--- src/rtl/calc_sequencer.sv ---
// calc_sequencer
// ---------------------------------------------------------------------------
// Front-end control stage for the eight-bit signed calculator. A single raw
// ENTER pushbutton walks the user through: load A -> load B -> pick the
// operation and compute -> show the result -> back to A. Before LoadR fires,
// the block waits SETTLE_CYCLES so the ripple adder output is stable.
//
// Parameters
//   DEBOUNCE_CYCLES  consecutive stable CLK cycles needed to accept a new
//                    button level (500000 = 10 ms at 50 MHz)
//   SETTLE_CYCLES    CLK cycles from the ADDSUB capture to the LoadR pulse
//                    (legal range 1..255)
//
// Ports
//   CLK        system clock, rising edge
//   CLR        asynchronous active-low reset
//   KEY_ENTER  raw pushbutton, active-low, asynchronous to CLK
//   SW_OP      operation select (0 = add, 1 = subtract)
//   LoadA      one-cycle pulse, load register A
//   LoadB      one-cycle pulse, load register B
//   LoadR      one-cycle pulse, load the result register
//   ADDSUB     registered operation select held for the ALU
//   ClrRegs    one-cycle clear for the ALU registers (optional feature)
//   Step       current state code
//   Busy       high while computing
//
// Build option
//   CALC_SEQ_CLEAR_PULSE_EN  when defined, leaving SHOW_R pulses ClrRegs for
//                            one cycle; when undefined ClrRegs is constant 0.
// ---------------------------------------------------------------------------
module calc_sequencer #(
  parameter int DEBOUNCE_CYCLES = 500000,
  parameter int SETTLE_CYCLES   = 4
) (
  input  logic       CLK,
  input  logic       CLR,
  input  logic       KEY_ENTER,
  input  logic       SW_OP,
  output logic       LoadA,
  output logic       LoadB,
  output logic       LoadR,
  output logic       ADDSUB,
  output logic       ClrRegs,
  output logic [2:0] Step,
  output logic       Busy
);

  // The debounce counter only has to count up to DEBOUNCE_CYCLES-1; the
  // flip happens on the read that would have taken it to DEBOUNCE_CYCLES.
  localparam int DB_W = (DEBOUNCE_CYCLES > 1) ? $clog2(DEBOUNCE_CYCLES) : 1;
  localparam logic [DB_W-1:0] DB_LAST = DB_W'(DEBOUNCE_CYCLES - 1);
  localparam logic [DB_W-1:0] DB_ONE  = DB_W'(1);
  localparam logic [7:0]      SETTLE_LAST = 8'(SETTLE_CYCLES - 1);

  typedef enum logic [2:0] {
    WAIT_A  = 3'd0,
    WAIT_B  = 3'd1,
    WAIT_OP = 3'd2,
    CALC    = 3'd3,
    SHOW_R  = 3'd4
  } state_t;

  logic            sync_meta;
  logic            sync_key;
  logic            accepted_level;
  logic [DB_W-1:0] db_cnt;
  logic            press;
  logic [7:0]      settle_cnt;
  state_t          state;

  // Two-flop synchronizer for the asynchronous button. Both flops reset to
  // the released level so leaving reset never looks like an edge.
  always_ff @(posedge CLK or negedge CLR) begin
    if (!CLR) begin
      sync_meta <= 1'b1;
      sync_key  <= 1'b1;
    end else begin
      sync_meta <= KEY_ENTER;
      sync_key  <= sync_meta;
    end
  end

  // Debouncer: the accepted level only changes after the synchronized level
  // has disagreed with it for DEBOUNCE_CYCLES reads in a row. A single
  // agreeing read throws away the partial count. Only the 1->0 flip raises
  // the press strobe, so holding or releasing the button never adds events.
  always_ff @(posedge CLK or negedge CLR) begin
    if (!CLR) begin
      accepted_level <= 1'b1;
      db_cnt         <= '0;
      press          <= 1'b0;
    end else begin
      press <= 1'b0;
      if (sync_key == accepted_level) begin
        db_cnt <= '0;
      end else if (db_cnt == DB_LAST) begin
        accepted_level <= sync_key;
        db_cnt         <= '0;
        press          <= ~sync_key;
      end else begin
        db_cnt <= db_cnt + DB_ONE;
      end
    end
  end

`ifdef CALC_SEQ_CLEAR_PULSE_EN
  logic clr_regs_q;
  assign ClrRegs = clr_regs_q;
`else
  assign ClrRegs = 1'b0;
`endif

  // Sequencer FSM. Every output is a register; pulses default low each cycle
  // so they are exactly one cycle wide. Busy is held through the LoadR cycle
  // and drops on the following edge once the FSM sits in SHOW_R. A press
  // strobe that arrives in CALC is simply not looked at, so it is lost.
  always_ff @(posedge CLK or negedge CLR) begin
    if (!CLR) begin
      state      <= WAIT_A;
      LoadA      <= 1'b0;
      LoadB      <= 1'b0;
      LoadR      <= 1'b0;
      ADDSUB     <= 1'b0;
      Busy       <= 1'b0;
      settle_cnt <= '0;
`ifdef CALC_SEQ_CLEAR_PULSE_EN
      clr_regs_q <= 1'b0;
`endif
    end else begin
      LoadA <= 1'b0;
      LoadB <= 1'b0;
      LoadR <= 1'b0;
      Busy  <= 1'b0;
`ifdef CALC_SEQ_CLEAR_PULSE_EN
      clr_regs_q <= 1'b0;
`endif
      case (state)
        WAIT_A: begin
          if (press) begin
            LoadA <= 1'b1;
            state <= WAIT_B;
          end
        end
        WAIT_B: begin
          if (press) begin
            LoadB <= 1'b1;
            state <= WAIT_OP;
          end
        end
        WAIT_OP: begin
          if (press) begin
            ADDSUB     <= SW_OP;
            settle_cnt <= '0;
            Busy       <= 1'b1;
            state      <= CALC;
          end
        end
        CALC: begin
          Busy <= 1'b1;
          if (settle_cnt == SETTLE_LAST) begin
            LoadR <= 1'b1;
            state <= SHOW_R;
          end else begin
            settle_cnt <= settle_cnt + 8'd1;
          end
        end
        SHOW_R: begin
          if (press) begin
            state <= WAIT_A;
`ifdef CALC_SEQ_CLEAR_PULSE_EN
            clr_regs_q <= 1'b1;
`endif
          end
        end
        default: begin
          state <= WAIT_A;
        end
      endcase
    end
  end

  assign Step = state;

endmodule

--- config.mk ---
export PLATFORM = sky130hd
export DESIGN_NAME = calc_sequencer
export DESIGN_NICKNAME = d
export VERILOG_FILES = /design/src/rtl/calc_sequencer.sv
export SDC_FILE = /design/constraint.sdc
export NUM_CORES = 1
export LEC_CHECK = 0
export ABC_AREA = 1
export CORE_ASPECT_RATIO = 0.7
export CORE_UTILIZATION = 50
export CTS_CLUSTER_SIZE = 12
export DETAILED_ROUTE_END_ITERATION = 16
export PLACE_DENSITY = 0.77
export SYNTH_ARGS = -nofsm -noshare
export SYNTH_HDL_FRONTEND = slang
export SYNTH_SLANG_ARGS = --single-unit
--- constraint.sdc ---
create_clock -name CLK -period 1.3 [get_ports CLK]
set_input_delay 0.39 -clock CLK [delete_from_list [all_inputs] [get_ports CLK]]
set_output_delay 0.39 -clock CLK [all_outputs]
set_load 0.005 [all_outputs]
==> summary.md <==
| Metric | Value |
|---|---|
| Failing checks | setup timing |
| Count of nets left with antenna violations after detail routing | 0 |
| Final period demand of the worst path | 1470 ps |
| CP arrival | 1660 ps |
| Starting Density | 52.3% |
| Share of synthesized registers carrying an async set or reset | 100% |
| Critical path startpoint category | register |
| Setup WS pre-CTS | -87.2 ps |
| Post-route setup TNS | -1770 ps |
| Total power draw | 2.41 mW |
| Core area | 3950 um^2 |
| Grt ovf | 0 |
| Required time reported for the critical path endpoint | 1490 ps |
| Number of antenna violations at the first check in global routing | 0 |
| Worst path setup slack after routing | -168 ps |
| CTS H-Tree Depth | 2 |
| Die span in x | 78.8 um |
| Clock buffers created by TritonCTS | 5 |
| Number of register bits inferred by synthesis | 39 |
| Total power per unit cell area | 850 nW/um^2 |
| Fraction of layout instances using a drive strength above 1 | 38.6% |
| Number of inserted filler cells in the final layout | 284 |
| Count of boundary I/O pins | 13 |
| Clock input transition at the sequential cells of the worst setup and hold paths | 80 ps |
| HPWL after detailed placement | 3310 um |
| Hold Fails Final Rpt | 0 |
| Highest net fanout along the worst path | 6 |
| DR WL met2 | 2290 um |
| Result of the run | finished, violations left |
| Gate count after technology mapping | 262 |
| Drt wl/cell | 14.0 um |
| Clock tree from TritonCTS | built |
| Leakage component of the power | 1.31 nW |
| Fraction of the yosys area taken by sequential cells | 47.5% |
| Setup repair after global routing missed its margin | yes |
| Overall die area | 4390 um^2 |
| Warning count from the yosys run | 0 |
| Cell chosen for the clock root | sky130_fd_sc_hd__clkbuf_8 |
| Core Rows | 19 |
| Worst hold path type | in -> async |
| Area grow syn2layout | 37.5% |
| Pins Over Slew Limit | 0 |
| Overall via count from detail_route | 1,904 |
| Final setup violation count | 14 |
| Total nets after synthesis | 268 |
| Met3 wire length | 333 um |
| Netlist cell types | 30 |
| Timing-limited maximum frequency | 681 MHz |
| Share of the clock period used by the worst path after layout | 113% |
| Final core occ | 71.9% |
| Clk_lat worst skew | 310 ps |
| Syn Area/Cell | 7.88 um^2 |
| Clock sink count | 39 |
| Maximum vdd ir drop | 675 uV |
| Input/output buffers | 11 |
| Worst Setup Path Type | reg -> reg |
| Max-cap violations | 0 |
| Leading cell types in the layout, fill and taps excluded | sky130_fd_sc_hd__nand2_1 (52), sky130_fd_sc_hd__dfrtp_1 (35), sky130_fd_sc_hd__nor2_1 (34), sky130_fd_sc_hd__buf_4 (34), sky130_fd_sc_hd__inv_1 (26) |
| Synth Cell Area | 2060 um^2 |
| Capturing element type of the critical path | register |
| Worst clock skew on the final layout | 7.45 ps |
| Clock tree buffer depth | 2 |
| Placer's final routability congestion estimate | 0.944 |
| Worst hold-check slack | 33.4 ps |
| Largest net degree at the start of global routing | 40 |
| Top routing layer in use | met4 |
| Number of flops mapped to enable cells by yosys | 0 |
| Total DRC errors in the routed layout | 0 |
| Leading cell type in the layout, fill and taps excluded | sky130_fd_sc_hd__nand2_1 |
| Dominant register cell in the synthesized netlist | sky130_fd_sc_hd__dfrtp_1 |
| # diodes | 0 |
| Total length of routed wires | 5170 um |
| Wire length on met1 | 2490 um |
| Layout net count | 321 |
| DRC marker count from the first detailed-route iteration | 126 |
| Vias in the first global route | 1,812 |
| Wire length of the first global-routing pass | 8400 um |
| Global-route usage over all layers | 25.5% |
| Floorplan die height | 55.8 um |
| Register with the most flip-flops | db_cnt |
| Number of flip-flops under the largest register name | 19 |
| Vias per cell | 5.17 |
| First-pass DRT Iterations | 4 |
## area by class of cell
type | instances | area (um^2) | area share (%)
Clock inverter | 2 | 35.0 | 1.23
Timing Repair Buffer | 48 | 378 | 13.3
Sequential cell | 39 | 981 | 34.6
Multi-Input combinational cell | 188 | 1170 | 41.2
Inverter | 33 | 126 | 4.45
Tap cell | 52 | 65.1 | 2.29
Clock buffer | 6 | 82.6 | 2.91
## report_power, final
group	internal (mW)	switching (mW)	total, mW
Clock	0.621	0.459	1.08
Sequential	1.23	0.00887	1.23
Combinational	0.0388	0.0590	0.0978
## cells by family (layout without fill, tap and decap cells)
logic type      Yosys count  in the layout  synth area share (%)
simple gates            153            153                  34.4
other cells               1              1                 0.182
flops                    39             39                  47.5
compound gates           24             24                  6.73
fa+ha+maj                 2              2                  1.21
xor+xnor                  8              8                  3.39
buf+inv                  35             89                  6.61
## layer usage
metal	track usage (%)	up-vias
met1	38.4	920
li1	-	928
met2	34.0	49
met4	8.99	0
met3	8.20	7
met5	0	-
## final timing paths
check                           endpoint  slack, ps  cells after the start  startpoint
max                            db_cnt[5]       -170                      6   db_cnt[6]
min                        settle_cnt[5]         30                      2         CLR
max reg2reg                    db_cnt[5]       -170                      6   db_cnt[6]
min reg2reg                     sync_key        360                      0   sync_meta
max in group asynchronous      sync_meta       1000                      2         CLR
min in group CLK                sync_key        360                      0   sync_meta
## through the flow
stage | instances | cell area (um^2)
6_report | 368 | 2840
5_1_grt | 368 | 2840
4_1_cts | 366 | 2660
3_5_place_dp | 353 | 2460
3_3_place_gp | 353 | 2460
2_1_floorplan | 262 | 2060
## critical path, cell delays in order, from the launching register on
cell and delay [ps]:
sky130_fd_sc_hd__dfrtp_1 460, sky130_fd_sc_hd__nor2_1 250, sky130_fd_sc_hd__nand3_1 180, sky130_fd_sc_hd__nor2_4 210, sky130_fd_sc_hd__nand2_4 110, sky130_fd_sc_hd__nand2_8 110, sky130_fd_sc_hd__nor2_2 40
## synth_stat cells, types with 3 or more instances
| master | count | area (um^2) |
|---|---|---|
| sky130_fd_sc_hd__xor2_1 | 6 | 52.6 |
| sky130_fd_sc_hd__nor3_1 | 5 | 25.0 |
| sky130_fd_sc_hd__nor4_1 | 3 | 18.8 |
| sky130_fd_sc_hd__nor2_2 | 6 | 37.5 |
| sky130_fd_sc_hd__dfrtp_1 | 36 | 901 |
| sky130_fd_sc_hd__o21ai_0 | 11 | 55.1 |
| sky130_fd_sc_hd__inv_1 | 31 | 116 |
| sky130_fd_sc_hd__nor2_4 | 5 | 56.3 |
| sky130_fd_sc_hd__nor2_1 | 49 | 184 |
| sky130_fd_sc_hd__dfstp_2 | 3 | 78.8 |
| sky130_fd_sc_hd__nand3_1 | 12 | 60.1 |
| sky130_fd_sc_hd__nand2_2 | 7 | 43.8 |
| sky130_fd_sc_hd__o21ai_1 | 7 | 35.0 |
| sky130_fd_sc_hd__nand2_1 | 57 | 214 |
| sky130_fd_sc_hd__nand3b_1 | 4 | 30.0 |
## repair_timing
| action | CTS | global route |
|---|---|---|
| setup endpoints to repair | 27 | 36 |
| pin swaps | 6 | 20 |
| endpoints found under the hold margin | 0 | 0 |
| buffers inserted | 5 | 2 |
| hold buffers | 0 | 0 |
| resized for setup | 31 | 61 |
Note: power is estimated with default switching activity, not from simulation.
